[src/rtl/booth_pkg.sv]
// Shared types and Booth op-code helpers for the sequential Booth multiplier.
package booth_pkg;

    typedef enum logic [1:0] {
        IDLE = 2'd0,
        RUN  = 2'd1,
        DONE = 2'd2
    } state_t;

    typedef logic [1:0] booth_op_t;

    localparam booth_op_t BOOTH_NOP = 2'd0;
    localparam booth_op_t BOOTH_SUB = 2'd1;
    localparam booth_op_t BOOTH_ADD = 2'd2;

    // Radix-2 recoding of the {Q[0], q_1} bit pair.
    function automatic booth_op_t booth_decode(input logic q0, input logic q_1);
        case ({q0, q_1})
            2'b10:   return BOOTH_SUB;
            2'b01:   return BOOTH_ADD;
            default: return BOOTH_NOP;
        endcase
    endfunction

endpackage

[src/rtl/booth_iter_step.sv]
// One radix-2 Booth iteration: WIDTH+1-bit ripple add/sub of M into A,
// followed by an arithmetic right shift of {T, Q, q_1}.
module booth_iter_step
    import booth_pkg::*;
#(
    parameter int WIDTH = 8
) (
    input  logic [WIDTH:0]   acc,
    input  logic [WIDTH-1:0] q,
    input  logic             q_1,
    input  logic [WIDTH:0]   m,
    output logic [WIDTH:0]   acc_nxt,
    output logic [WIDTH-1:0] q_nxt,
    output logic             q_1_nxt
);

    booth_op_t      op;
    logic           sub;
    logic [WIDTH:0] opnd;
    logic [WIDTH:0] carry;
    logic [WIDTH:0] sum;
    logic [WIDTH:0] t;

    assign op   = booth_decode(q[0], q_1);
    assign sub  = (op == BOOTH_SUB);

    // Subtraction as A + ~M + 1; the +1 enters as the ripple carry-in.
    assign opnd     = sub ? ~m : m;
    assign carry[0] = sub;

    // Full-adder chain; the carry out of the top bit is not needed because
    // the extra accumulator bit already absorbs every reachable result.
    for (genvar i = 0; i <= WIDTH; i++) begin : g_sum
        assign sum[i] = acc[i] ^ opnd[i] ^ carry[i];
    end

    for (genvar i = 0; i < WIDTH; i++) begin : g_carry
        assign carry[i+1] = (acc[i] & opnd[i]) | (carry[i] & (acc[i] ^ opnd[i]));
    end

    assign t       = (op == BOOTH_NOP) ? acc : sum;
    assign acc_nxt = {t[WIDTH], t[WIDTH:1]};
    assign q_nxt   = {t[0], q[WIDTH-1:1]};
    assign q_1_nxt = q[0];

endmodule

[src/rtl/booth_seq_mult.sv]
// Sequential radix-2 Booth multiplier: one shared add/sub step reused over
// WIDTH clock cycles, valid/ready on both operand and product channels.
//
// state | meaning
// ------+-----------------------------------------------------------
// IDLE  | waiting for an operand pair, in_ready high
// RUN   | applying one Booth step per edge, busy high
// DONE  | product presented with out_valid, held until out_ready
module booth_seq_mult
    import booth_pkg::*;
#(
    parameter int WIDTH = 8,
    parameter int CNT_W = $clog2(WIDTH + 1)
) (
    input  logic               clk,
    input  logic               rst,
    input  logic               in_valid,
    output logic               in_ready,
    input  logic [WIDTH-1:0]   a,
    input  logic [WIDTH-1:0]   b,
    output logic               out_valid,
    input  logic               out_ready,
    output logic [2*WIDTH-1:0] product,
    output logic               busy
);

    localparam logic [CNT_W-1:0] CNT_LAST = CNT_W'(WIDTH - 1);

    state_t             state, state_nxt;
    logic [WIDTH:0]     acc;
    logic [WIDTH-1:0]   q;
    logic               q_1;
    logic [WIDTH:0]     m;
    logic [CNT_W-1:0]   cnt;
    logic               load;
    logic               step;

    logic [WIDTH:0]     acc_step;
    logic [WIDTH-1:0]   q_step;
    logic               q_1_step;

    booth_iter_step #(.WIDTH(WIDTH)) u_step (
        .acc     (acc),
        .q       (q),
        .q_1     (q_1),
        .m       (m),
        .acc_nxt (acc_step),
        .q_nxt   (q_step),
        .q_1_nxt (q_1_step)
    );

    // Next-state and handshake decode; in_ready is masked while rst is high.
    always_comb begin
        state_nxt = state;
        in_ready  = 1'b0;
        out_valid = 1'b0;
        busy      = 1'b0;
        load      = 1'b0;
        step      = 1'b0;
        case (state)
            IDLE: begin
                in_ready = ~rst;
                if (in_valid && !rst) begin
                    load      = 1'b1;
                    state_nxt = RUN;
                end
            end
            RUN: begin
                busy = 1'b1;
                step = 1'b1;
                if (cnt == CNT_LAST) begin
                    state_nxt = DONE;
                end
            end
            DONE: begin
                out_valid = 1'b1;
                if (out_ready) begin
                    state_nxt = IDLE;
                end
            end
            default: state_nxt = IDLE;
        endcase
    end

    // State and datapath registers; operands captured only on the accept edge.
    always_ff @(posedge clk) begin
        if (rst) begin
            state <= IDLE;
            acc   <= '0;
            q     <= '0;
            q_1   <= 1'b0;
            m     <= '0;
            cnt   <= '0;
        end else begin
            state <= state_nxt;
            if (load) begin
                acc <= '0;
                q   <= a;
                q_1 <= 1'b0;
                m   <= {b[WIDTH-1], b};
                cnt <= '0;
            end else if (step) begin
                acc <= acc_step;
                q   <= q_step;
                q_1 <= q_1_step;
                cnt <= cnt + CNT_W'(1);
            end
        end
    end

    // The (WIDTH+1)-th accumulator bit is only a guard; it is dropped here.
    assign product = {acc[WIDTH-1:0], q};

endmodule

[config.mk]
export PLATFORM = sky130hd
export DESIGN_NAME = booth_seq_mult
export DESIGN_NICKNAME = d
export VERILOG_FILES = /design/src/rtl/booth_pkg.sv /design/src/rtl/booth_iter_step.sv /design/src/rtl/booth_seq_mult.sv
export SDC_FILE = /design/constraint.sdc
export NUM_CORES = 1
export LEC_CHECK = 0
export ABC_AREA = 1
export BUFFER_PORTS_ARGS = -buffer_cell sky130_fd_sc_hd__buf_2
export CAP_MARGIN = 20
export CORE_MARGIN = 5
export CORE_UTILIZATION = 30
export DETAILED_ROUTE_END_ITERATION = 10
export GPL_TIMING_DRIVEN = 1
export PLACE_DENSITY_LB_ADDON = 0.3
export SLEW_MARGIN = 25
export SYNTH_ARGS = -nofsm -noshare
export SYNTH_HDL_FRONTEND = slang
export SYNTH_SLANG_ARGS = --single-unit
[constraint.sdc]
create_clock -name clk -period 6.3 [get_ports clk]
set_clock_uncertainty 0.05 [all_clocks]
set_input_delay 0.63 -clock clk [delete_from_list [all_inputs] [get_ports clk]]
set_output_delay 0.63 -clock clk [all_outputs]
set_load 0.02 [all_outputs]
==> out/summary.txt, run 1 <==
SYNTH
------------------------------------------------------------------------------------------------------
Average cell area after synthesis                                                            7.64 um^2
Total nets after synthesis                                                                         247
Number of synthesized register bits                                                                 31
Netlist cell types                                                                                  23
Synthesized area                                                                             1660 um^2
Mapped Cells                                                                                       217
Sequential share of the synthesized area                                                         37.4%
Area share of the largest cell type after synthesis                                              37.4%
Total of warnings raised by yosys                                                                    0
Top cells by area, synth                                                                  sky130_fd_sc_hd__dfxtp_1, sky130_fd_sc_hd__nand3_1, sky130_fd_sc_hd__fa_1
Library cell occupying the most area in the post-synthesis netlist                        sky130_fd_sc_hd__dfxtp_1

ROUTE
------------------------------------------------------------------------------------------------------
Antenna Violating Nets Remaining                                                                     0
Post-route DRC violation count                                                                       0
Average wire per cell in the routed design                                                     11.3 um
Length of the first detailed-routing pass in iterations                                              4
Sum of routed wire length over all layers                                                      3.67 mm
Iteration-0 DRC count of the detailed router                                                        45
Number of vias per cell                                                                           4.40
Via count                                                                                         1422

CLOCK NETWORK
------------------------------------------------------------------------------------------------------
Insertion delay to the later sink of the worst-skew pair                                       0.29 ns
CTS HTree Levels                                                                                     2
Post-CTS setup buffer count                                                                          0
CTS Sinks                                                                                           31
Root Buffer Master                                                                        sky130_fd_sc_hd__clkbuf_8
Number of hold buffers added after CTS                                                               0
Clock tree from TritonCTS                                                                         done
Clock transition at the register clock pins on the worst setup and hold paths after CTS        0.07 ns
Clk buf depth                                                                                        2
Total clock buffers created by CTS                                                                   5
Post-cts resize count                                                                                0

STA
------------------------------------------------------------------------------------------------------
Hold Violations, Final                                                                               0
Number of max-slew violations in the final report                                                    0
Total of endpoints with negative setup slack in the final report                                     0
Worst setup slack after layout                                                                 2.15 ns
Tmin final                                                                                     4.15 ns
Crit share post-route                                                                            65.8%
Slew at the pin closest to its max-slew limit                                                 0.693 ns
Post-route setup TNS                                                                              0 ns
Relative slew slack                                                                              53.7%
RSZ-0062 raised after global routing                                                             false
Highest achievable clock rate                                                                  241 MHz
WHS                                                                                           0.411 ns

SETUP PATH
------------------------------------------------------------------------------------------------------
Worst flop-to-flop path endpoint                                                          acc[6]$_SDFFE_PP0P_
Levels on crit path                                                                                 14
Worst R2R Start                                                                           q[0]$_SDFFE_PP0P_
Worst-path cell with the longest stage delay                                              sky130_fd_sc_hd__fa_1
Crit path capture type                                                                            flop
Worst stage delay on the critical path                                                         0.44 ns
Worst setup path class                                                                    flop to flop
Required time at the worst-slack endpoint                                                      6.46 ns
Timing startpoint of the critical path                                                    q[0]$_SDFFE_PP0P_
Critical path data arrival time                                                                4.31 ns
Reg2reg path depth                                                                                  14
Critical Path, Cell by Cell                                                               ha_1 -> o21ai_0 -> fa_1 -> fa_1 -> fa_1 -> inv_1 -> fa_1 -> inv_1 -> fa_1 -> fa_1 -> fa_1 -> a21oi_1 -> o21ai_0 -> a21oi_1
Critical path startpoint category                                                                 flop
Critical path peak fanout                                                                            8
CP delay by family, top                                                                    adder cells
Setup slack of the most critical reg-to-reg path                                               2.15 ns
Buffers plus inverters on the worst setup path                                                       2
Most common cell type on the critical path                                                sky130_fd_sc_hd__fa_1

PWR
------------------------------------------------------------------------------------------------------
Power per standard cell area                                                               246 nW/um^2
Pwr Total                                                                                       487 uW
Internal power                                                                                  359 uW
VDD IR-drop max                                                                                93.8 uV
Part of the power in combinational logic                                                         14.3%
Sw Ratio                                                                                         26.4%
Leak                                                                                          0.838 nW
Register share of total power                                                                    43.7%
Part of the total power dissipated in the clock network                                          42.1%
P_sw                                                                                            129 uW

DIE
------------------------------------------------------------------------------------------------------
DIE WIDTH                                                                                      84.3 um
Placeable core region                                                                        5440 um^2
Site row count                                                                                      27
I/O pin count                                                                                       39
Starting density of the core                                                                     30.5%
Die footprint                                                                                7110 um^2
Die outline height                                                                             84.3 um

WORST HOLD PATH
------------------------------------------------------------------------------------------------------
Hold path startpoint                                                                      q_1$_SDFFE_PP0P_
Type of the tightest min-delay check                                                      flop to flop
Destination of the worst hold path                                                        q_1$_SDFFE_PP0P_
WHS Path Cells                                                                                       2

LAYOUT
------------------------------------------------------------------------------------------------------
Final-layout fill cell count                                                                       603
Layout Nets                                                                                        280
Post-layout instance area                                                                    1980 um^2
Footprint of the flip-flops and latches                                                       621 um^2
Number of antenna cells inserted                                                                     0
Synth-to-layout area growth                                                                      19.6%
Final cell utilization of the core                                                               36.5%
Fraction of layout cells with a size suffix above 1                                              20.7%
Multi-input gate area                                                                         875 um^2
Post-route insts no fill                                                                           323

GRT
------------------------------------------------------------------------------------------------------
Number of antenna violations at the first check in global routing                                    0
First-pass GRT wire length                                                                     6.31 mm
Largest net degree at the start of global routing                                                   32
Global-route usage over all layers                                                               11.1%
GR Overflow Total                                                                                    0
Vias in the first global route                                                                    1362

JOB
------------------------------------------------------------------------------------------------------
Max_cap viols                                                                                        0

PLACEMENT
------------------------------------------------------------------------------------------------------
Routability-driven placement congestion ratio                                                    0.713
DPL Wire Length                                                                                2.60 mm
Post-Place Cell Area                                                                         1870 um^2
Cell Count Post-Placement                                                                          315
Port-buffer cells                                                                                   38
Setup slack after placement                                                                    2.20 ns

STATUS
------------------------------------------------------------------------------------------------------
Status                                                                                    complete, no violations

==> Yosys cell counts <==
master	number
sky130_fd_sc_hd__xor2_1	2
sky130_fd_sc_hd__nand3b_1	2
sky130_fd_sc_hd__o21ai_0	10
sky130_fd_sc_hd__nand2_2	1
sky130_fd_sc_hd__dfxtp_1	31
sky130_fd_sc_hd__nand2_1	40
sky130_fd_sc_hd__nor2_2	2
sky130_fd_sc_hd__nand3_1	37
sky130_fd_sc_hd__and2_0	3
sky130_fd_sc_hd__ha_1	2
sky130_fd_sc_hd__buf_2	7
sky130_fd_sc_hd__nor3_1	4
sky130_fd_sc_hd__clkinv_1	1
sky130_fd_sc_hd__a21oi_1	23
sky130_fd_sc_hd__inv_2	1
sky130_fd_sc_hd__fa_1	8
sky130_fd_sc_hd__xnor2_1	6
sky130_fd_sc_hd__a21oi_2	1
sky130_fd_sc_hd__clkbuf_1	2
sky130_fd_sc_hd__nor2_1	10
sky130_fd_sc_hd__buf_6	2
sky130_fd_sc_hd__buf_4	2
sky130_fd_sc_hd__inv_1	20
==> worst max path at each step <==
stage / end / slack [ns]
floorplan: acc[6]$_SDFFE_PP0P_ / 2.41
global placement: acc[6]$_SDFFE_PP0P_ / 2.27
detailed placement: acc[6]$_SDFFE_PP0P_ / 2.20
CTS: acc[6]$_SDFFE_PP0P_ / 2.12
global route: acc[6]$_SDFFE_PP0P_ / 1.83
finish: acc[6]$_SDFFE_PP0P_ / 2.15
==> tightest hold or removal path: stages, from the launching register on <==
cell and delay [ns]:
sky130_fd_sc_hd__dfxtp_1 0.31, sky130_fd_sc_hd__nand2_1 0.06, sky130_fd_sc_hd__a21oi_1 0.05
==> final cells by class <==
| class | count | area share, % |
|---|---|---|
| Clock buffer | 6 | 4.16 |
| Clock inverter | 2 | 1.77 |
| Inverter | 22 | 4.16 |
| Multi-Input combinational cell | 151 | 44.1 |
| Sequential cell | 31 | 31.3 |
| Tap cell | 72 | 4.54 |
| Timing Repair Buffer | 39 | 9.97 |
==> state kept, by name (all words and copies together) (netlist names) <==
| register | cells |
|---|---|
| acc | 8 |
| m | 8 |
| state | 2 |
| cnt | 4 |
| q_1 | 1 |
| q | 8 |
==> power by group through the flow <==
stage	clock [mW]	sequential [mW]	combinational, mW
global placement	0	0.217	0.0700
finish	0.205	0.213	0.0696
global route	0.220	0.214	0.0786
detailed placement	0	0.217	0.0706
floorplan	0	0.220	0.0491
CTS	0.209	0.213	0.0709
==> cell families after synthesis <==
kind of cell / share of synthesized area, %
flip-flops: 37.4
adder cells (fa/ha/maj): 11.2
AO/OA/AOI/OAI: 10.5
AND/OR/NAND/NOR: 26.9
buffers and inverters: 9.81
XOR/XNOR: 4.23
==> cell usage in the layout (no fill, tap or decap), drive strengths merged <==
cell     n
a21oi   24
and2     3
buf     39
bufinv   1
clkbuf   6
clkinv   2
dfxtp   31
fa       8
ha       2
inv     21
nand2   41
nand3   37
nand3b   2
nor2    12
nor3     4
o21ai   10
xnor2    6
xor2     2
==> metal layers <==
layer  up-vias  wire, um  track usage (%)
met3         7       174             3.93
met1       622      1890             14.6
met2        28      1510             15.9
met4         0        88             5.61
met5         -         0                0
li1        765         -                -
(Power assumes the default switching activity.)
==> run 2, diff against run 1 <==
ABC_AREA = 0   (was 1)
clock period = 3.8 ns   (was 6.3 ns; I/O delays follow)
==> run 2 against run 1 <==
Against the previous run: routed wire length shrank 6.4%; area after synthesis shrank 3.3%; final cell count shrank 14%; sequential share of layout area grew 0.38 points; utilization grew 1.7 points; register-to-register slack lost 2.0 ns; worst setup slack lost 2.0 ns; clock power grew 66%; sequential cell count is the same; sequential power grew 64%; synthesized cell count shrank 21%; combinational power grew 41%.
==> out/summary.txt, run 2 <==
WORST HOLD PATH
------------------------------------------------------------------------------------------------------
Type of the tightest min-delay check                                                      primary input to flop   was flop to flop
Hold path startpoint                                                                              a[7]   was q_1$_SDFFE_PP0P_
WHS Path Cells                                                                                       3   was 2
Destination of the worst hold path                                                        q[7]$_SDFFE_PP0P_   was q_1$_SDFFE_PP0P_

DIE
------------------------------------------------------------------------------------------------------
DIE WIDTH                                                                                      83.1 um   was 84.3 um
I/O pin count                                                                                       39   unchanged
Die outline height                                                                             83.1 um   was 84.3 um
Die footprint                                                                                6900 um^2   was 7110 um^2
Placeable core region                                                                        5140 um^2   was 5440 um^2
Starting density of the core                                                                     31.2%   was 30.5%
Site row count                                                                                      26   was 27

SYNTH
------------------------------------------------------------------------------------------------------
Number of synthesized flops with an enable pin                                                       0   unchanged
Commonest register cell after synthesis                                                   sky130_fd_sc_hd__dfxtp_1   unchanged
Mapped Cells                                                                                       172   was 217
Total nets after synthesis                                                                         202   was 247
Synthesized area                                                                             1600 um^2   was 1660 um^2
Top cells by area, synth                                                                  sky130_fd_sc_hd__dfxtp_1, sky130_fd_sc_hd__fa_1, sky130_fd_sc_hd__a21oi_1   was sky130_fd_sc_hd__dfxtp_1, sky130_fd_sc_hd__nand3_1, sky130_fd_sc_hd__fa_1
Total of warnings raised by yosys                                                                    0   unchanged
Top-count cell post-synth                                                                 sky130_fd_sc_hd__dfxtp_1   was sky130_fd_sc_hd__nand2_1
Most instantiated cells after synthesis                                                   sky130_fd_sc_hd__dfxtp_1, sky130_fd_sc_hd__a21oi_1, sky130_fd_sc_hd__nor2_1, sky130_fd_sc_hd__inv_1, sky130_fd_sc_hd__nand2_1   was sky130_fd_sc_hd__nand2_1, sky130_fd_sc_hd__nand3_1, sky130_fd_sc_hd__dfxtp_1, sky130_fd_sc_hd__a21oi_1, sky130_fd_sc_hd__inv_1
Library cell occupying the most area in the post-synthesis netlist                        sky130_fd_sc_hd__dfxtp_1   unchanged
Number of synthesized register bits                                                                 31   unchanged
Area share of the largest cell type after synthesis                                              38.7%   was 37.4%
Netlist cell types                                                                                  32   was 23
Sequential share of the synthesized area                                                         38.7%   was 37.4%
Average cell area after synthesis                                                            9.32 um^2   was 7.64 um^2
Ys async rst share                                                                                  0%   unchanged

SETUP PATH
------------------------------------------------------------------------------------------------------
Critical path peak fanout                                                                            3   was 8
Worst stage delay on the critical path                                                         0.49 ns   was 0.44 ns
CP delay by family, top                                                                    adder cells   unchanged
Critical path data arrival time                                                                3.72 ns   was 4.31 ns
Setup slack of the most critical reg-to-reg path                                               0.19 ns   was 2.15 ns
Buffers plus inverters on the worst setup path                                                       3   was 2
Reg2reg path depth                                                                                  15   was 14
Critical path startpoint category                                                                 flop   unchanged
Worst R2R Start                                                                           q_1$_SDFFE_PP0P_   was q[0]$_SDFFE_PP0P_
Worst flop-to-flop path endpoint                                                          acc[6]$_SDFFE_PP0P_   unchanged
Crit path capture type                                                                            flop   unchanged
Worst setup path class                                                                    flop to flop   unchanged
Required time at the worst-slack endpoint                                                      3.90 ns   was 6.46 ns
Most common cell type on the critical path                                                sky130_fd_sc_hd__fa_2   was sky130_fd_sc_hd__fa_1
Worst-path cell with the longest stage delay                                              sky130_fd_sc_hd__fa_1   unchanged
Critical Path, Cell by Cell                                                               inv_1 -> ha_4 -> xnor2_2 -> fa_2 -> fa_2 -> fa_2 -> inv_1 -> fa_1 -> inv_1 -> fa_2 -> fa_2 -> fa_1 -> nor2_1 -> o21ai_1 -> a21oi_1   was ha_1 -> o21ai_0 -> fa_1 -> fa_1 -> fa_1 -> inv_1 -> fa_1 -> inv_1 -> fa_1 -> fa_1 -> fa_1 -> a21oi_1 -> o21ai_0 -> a21oi_1

PWR
------------------------------------------------------------------------------------------------------
Leak                                                                                          0.769 nW   was 0.838 nW
Power per standard cell area                                                               401 nW/um^2   was 246 nW/um^2
VDD IR-drop max                                                                                 182 uV   was 93.8 uV

CLOCK NETWORK
------------------------------------------------------------------------------------------------------
Root Buffer Master                                                                        sky130_fd_sc_hd__clkbuf_8   unchanged
Total clock buffers created by CTS                                                                   5   unchanged
Number of hold buffers added after CTS                                                               0   unchanged
Clock tree from TritonCTS                                                                         done   unchanged
CTS Sinks                                                                                           31   unchanged
Post-CTS setup buffer count                                                                          0   unchanged
Clk buf depth                                                                                        2   unchanged
Insertion delay to the later sink of the worst-skew pair                                       0.29 ns   about the same
CTS HTree Levels                                                                                     2   unchanged
Clock transition at the register clock pins on the worst setup and hold paths after CTS        0.07 ns   about the same

PLACEMENT
------------------------------------------------------------------------------------------------------
Routability-driven placement congestion ratio                                                    0.705   was 0.713
Cell Count Post-Placement                                                                          269   was 315
Port-buffer cells                                                                                   38   unchanged
DPL Wire Length                                                                                2.44 mm   was 2.60 mm
Post-Place Cell Area                                                                         1820 um^2   was 1870 um^2

GRT
------------------------------------------------------------------------------------------------------
Largest net degree at the start of global routing                                                   21   was 32
Number of antenna violations at the first check in global routing                                    0   unchanged
GR Overflow Total                                                                                    0   unchanged
Vias in the first global route                                                                    1280   was 1362
First-pass GRT wire length                                                                     5.89 mm   was 6.31 mm
Global-route usage over all layers                                                               10.6%   was 11.1%

LAYOUT
------------------------------------------------------------------------------------------------------
Post-route insts no fill                                                                           277   was 323
Multi-input gate area                                                                         890 um^2   was 875 um^2
Number of antenna cells inserted                                                                     0   unchanged
Fraction of layout cells with a size suffix above 1                                              28.0%   was 20.7%
Largest registers                                                                         acc (8), m (8), q (8)   unchanged
Footprint of the flip-flops and latches                                                       622 um^2   was 621 um^2
Post-layout instance area                                                                    1960 um^2   was 1980 um^2
Layout Nets                                                                                        236   was 280
Most frequent standard cell in the layout excluding fill and tap cells                    sky130_fd_sc_hd__buf_2   was sky130_fd_sc_hd__nand2_1
Final cell utilization of the core                                                               38.2%   was 36.5%
Synth-to-layout area growth                                                                      22.5%   was 19.6%
Final-layout fill cell count                                                                       555   was 603
Top library cells by usage in the layout, fill and taps aside                             sky130_fd_sc_hd__buf_2, sky130_fd_sc_hd__dfxtp_1, sky130_fd_sc_hd__a21oi_1   was sky130_fd_sc_hd__nand2_1, sky130_fd_sc_hd__buf_2, sky130_fd_sc_hd__nand3_1

STA
------------------------------------------------------------------------------------------------------
Hold Violations, Final                                                                               0   unchanged
Slew at the pin closest to its max-slew limit                                                 0.866 ns   was 0.693 ns
Tmin final                                                                                     3.61 ns   was 4.15 ns
Number of max-slew violations in the final report                                                    0   unchanged
Relative slew slack                                                                              42.0%   was 53.7%
Total of endpoints with negative setup slack in the final report                                     0   unchanged
Highest achievable clock rate                                                                  277 MHz   was 241 MHz
Crit share post-route                                                                            95.1%   was 65.8%
RSZ-0062 raised after global routing                                                             false   unchanged

ROUTE
------------------------------------------------------------------------------------------------------
Via count                                                                                         1290   was 1422
Length of the first detailed-routing pass in iterations                                              4   unchanged
Average wire per cell in the routed design                                                     12.4 um   was 11.3 um
Sum of routed wire length over all layers                                                      3.43 mm   was 3.67 mm
Iteration-0 DRC count of the detailed router                                                        38   was 45
Antenna Violating Nets Remaining                                                                     0   unchanged
Number of vias per cell                                                                           4.66   was 4.40
Post-route DRC violation count                                                                       0   unchanged

STATUS
------------------------------------------------------------------------------------------------------
Status                                                                                    complete, no violations   unchanged

JOB
------------------------------------------------------------------------------------------------------
Max_cap viols                                                                                        0   unchanged

run 2: cell types whose count changed after synthesis, moves of 5 or more:
cell                      previous run  this run
sky130_fd_sc_hd__a22oi_1             0         7
sky130_fd_sc_hd__nand2_1            40        11
sky130_fd_sc_hd__a22o_1              0         8
sky130_fd_sc_hd__nand3_1            37         8
sky130_fd_sc_hd__and2_1              0         6
sky130_fd_sc_hd__inv_1              20        11
sky130_fd_sc_hd__a21oi_1            23        18
run 2: worst max path at each step:
| stage | slack, ns | depth (start not counted) | end | start |
|---|---|---|---|---|
| final | 0.19 | 15 | acc[6]$_SDFFE_PP0P_ | q_1$_SDFFE_PP0P_ |
| after global routing | 0.01 | 15 | acc[6]$_SDFFE_PP0P_ | q_1$_SDFFE_PP0P_ |
| after CTS | 0.02 | 15 | acc[6]$_SDFFE_PP0P_ | q_1$_SDFFE_PP0P_ |
| after detailed placement | -0.01 | 15 | acc[6]$_SDFFE_PP0P_ | q_1$_SDFFE_PP0P_ |
| after global placement | 0.05 | 15 | acc[6]$_SDFFE_PP0P_ | q_1$_SDFFE_PP0P_ |
| after floorplan | 0.01 | 16 | acc[6]$_SDFFE_PP0P_ | q_1$_SDFFE_PP0P_ |
run 2: area by class of cell:
type	count	share of cell area (%)
clock buffers	6	4.21
clock inverters	2	1.78
inverters	11	2.10
multi-input cells	117	45.3
flip-flops and latches	31	31.7
well taps	70	4.46
repair buffers	40	10.5
run 2: cell families after synthesis:
kind of cell | Yosys count | synth area share [%]
AO/OA/AOI/OAI | 44 | 17.3
XOR/XNOR | 10 | 5.46
adder cells (fa/ha/maj) | 10 | 11.6
buffers and inverters | 24 | 7.81
flip-flops | 31 | 38.7
multiplexers | 3 | 1.87
AND/OR/NAND/NOR | 50 | 17.3
run 2: repair_timing:
action,4_1_cts,5_1_grt
hold endpoints to repair,0,0
pin swaps,1,0
gates resized for setup,0,6
endpoints found under the setup margin,1,1
run 2: metal layers:
metal | wire [um] | up-vias | track usage, %
li1 | - | 650 | -
met1 | 1690 | 597 | 12.9
met2 | 1410 | 35 | 15.8
met3 | 247 | 8 | 4.36
met4 | 81 | 0 | 5.79
met5 | 0 | - | 0
run 2: worst register-to-register path, delay by kind of cell, from the launching register on:
family | cells | cell delay, ns
xor gates and xnor gates | 1 | 0.14
and+or+nand+nor | 1 | 0.04
buffers and inverters | 3 | 0.18
adders and majority gates | 8 | 2.55
AOI/OAI and AO/OA | 2 | 0.20
DFF | 1 | 0.33
run 2: through the flow:
stage	worst slack (ns)	setup TNS (ns)	hold slack, ns	total power, mW
floorplan	0.0131	0	0.386	0.425
global placement	0.0541	0	0.394	0.452
detailed placement	-0.0147	-0.0147	0.421	0.453
CTS	0.0215	0	0.236	0.796
global route	0.0131	0	0.241	0.830
finish	0.188	0	0.247	0.788
run 2: power by group:
part | internal (mW) | leakage (nW) | total (mW) | switching, mW
combinational | 0.0410 | 0.455 | 0.0979 | 0.0570
clock | 0.212 | 0.0612 | 0.340 | 0.128
sequential | 0.338 | 0.253 | 0.350 | 0.0119
total | 0.591 | 0.769 | 0.788 | 0.197
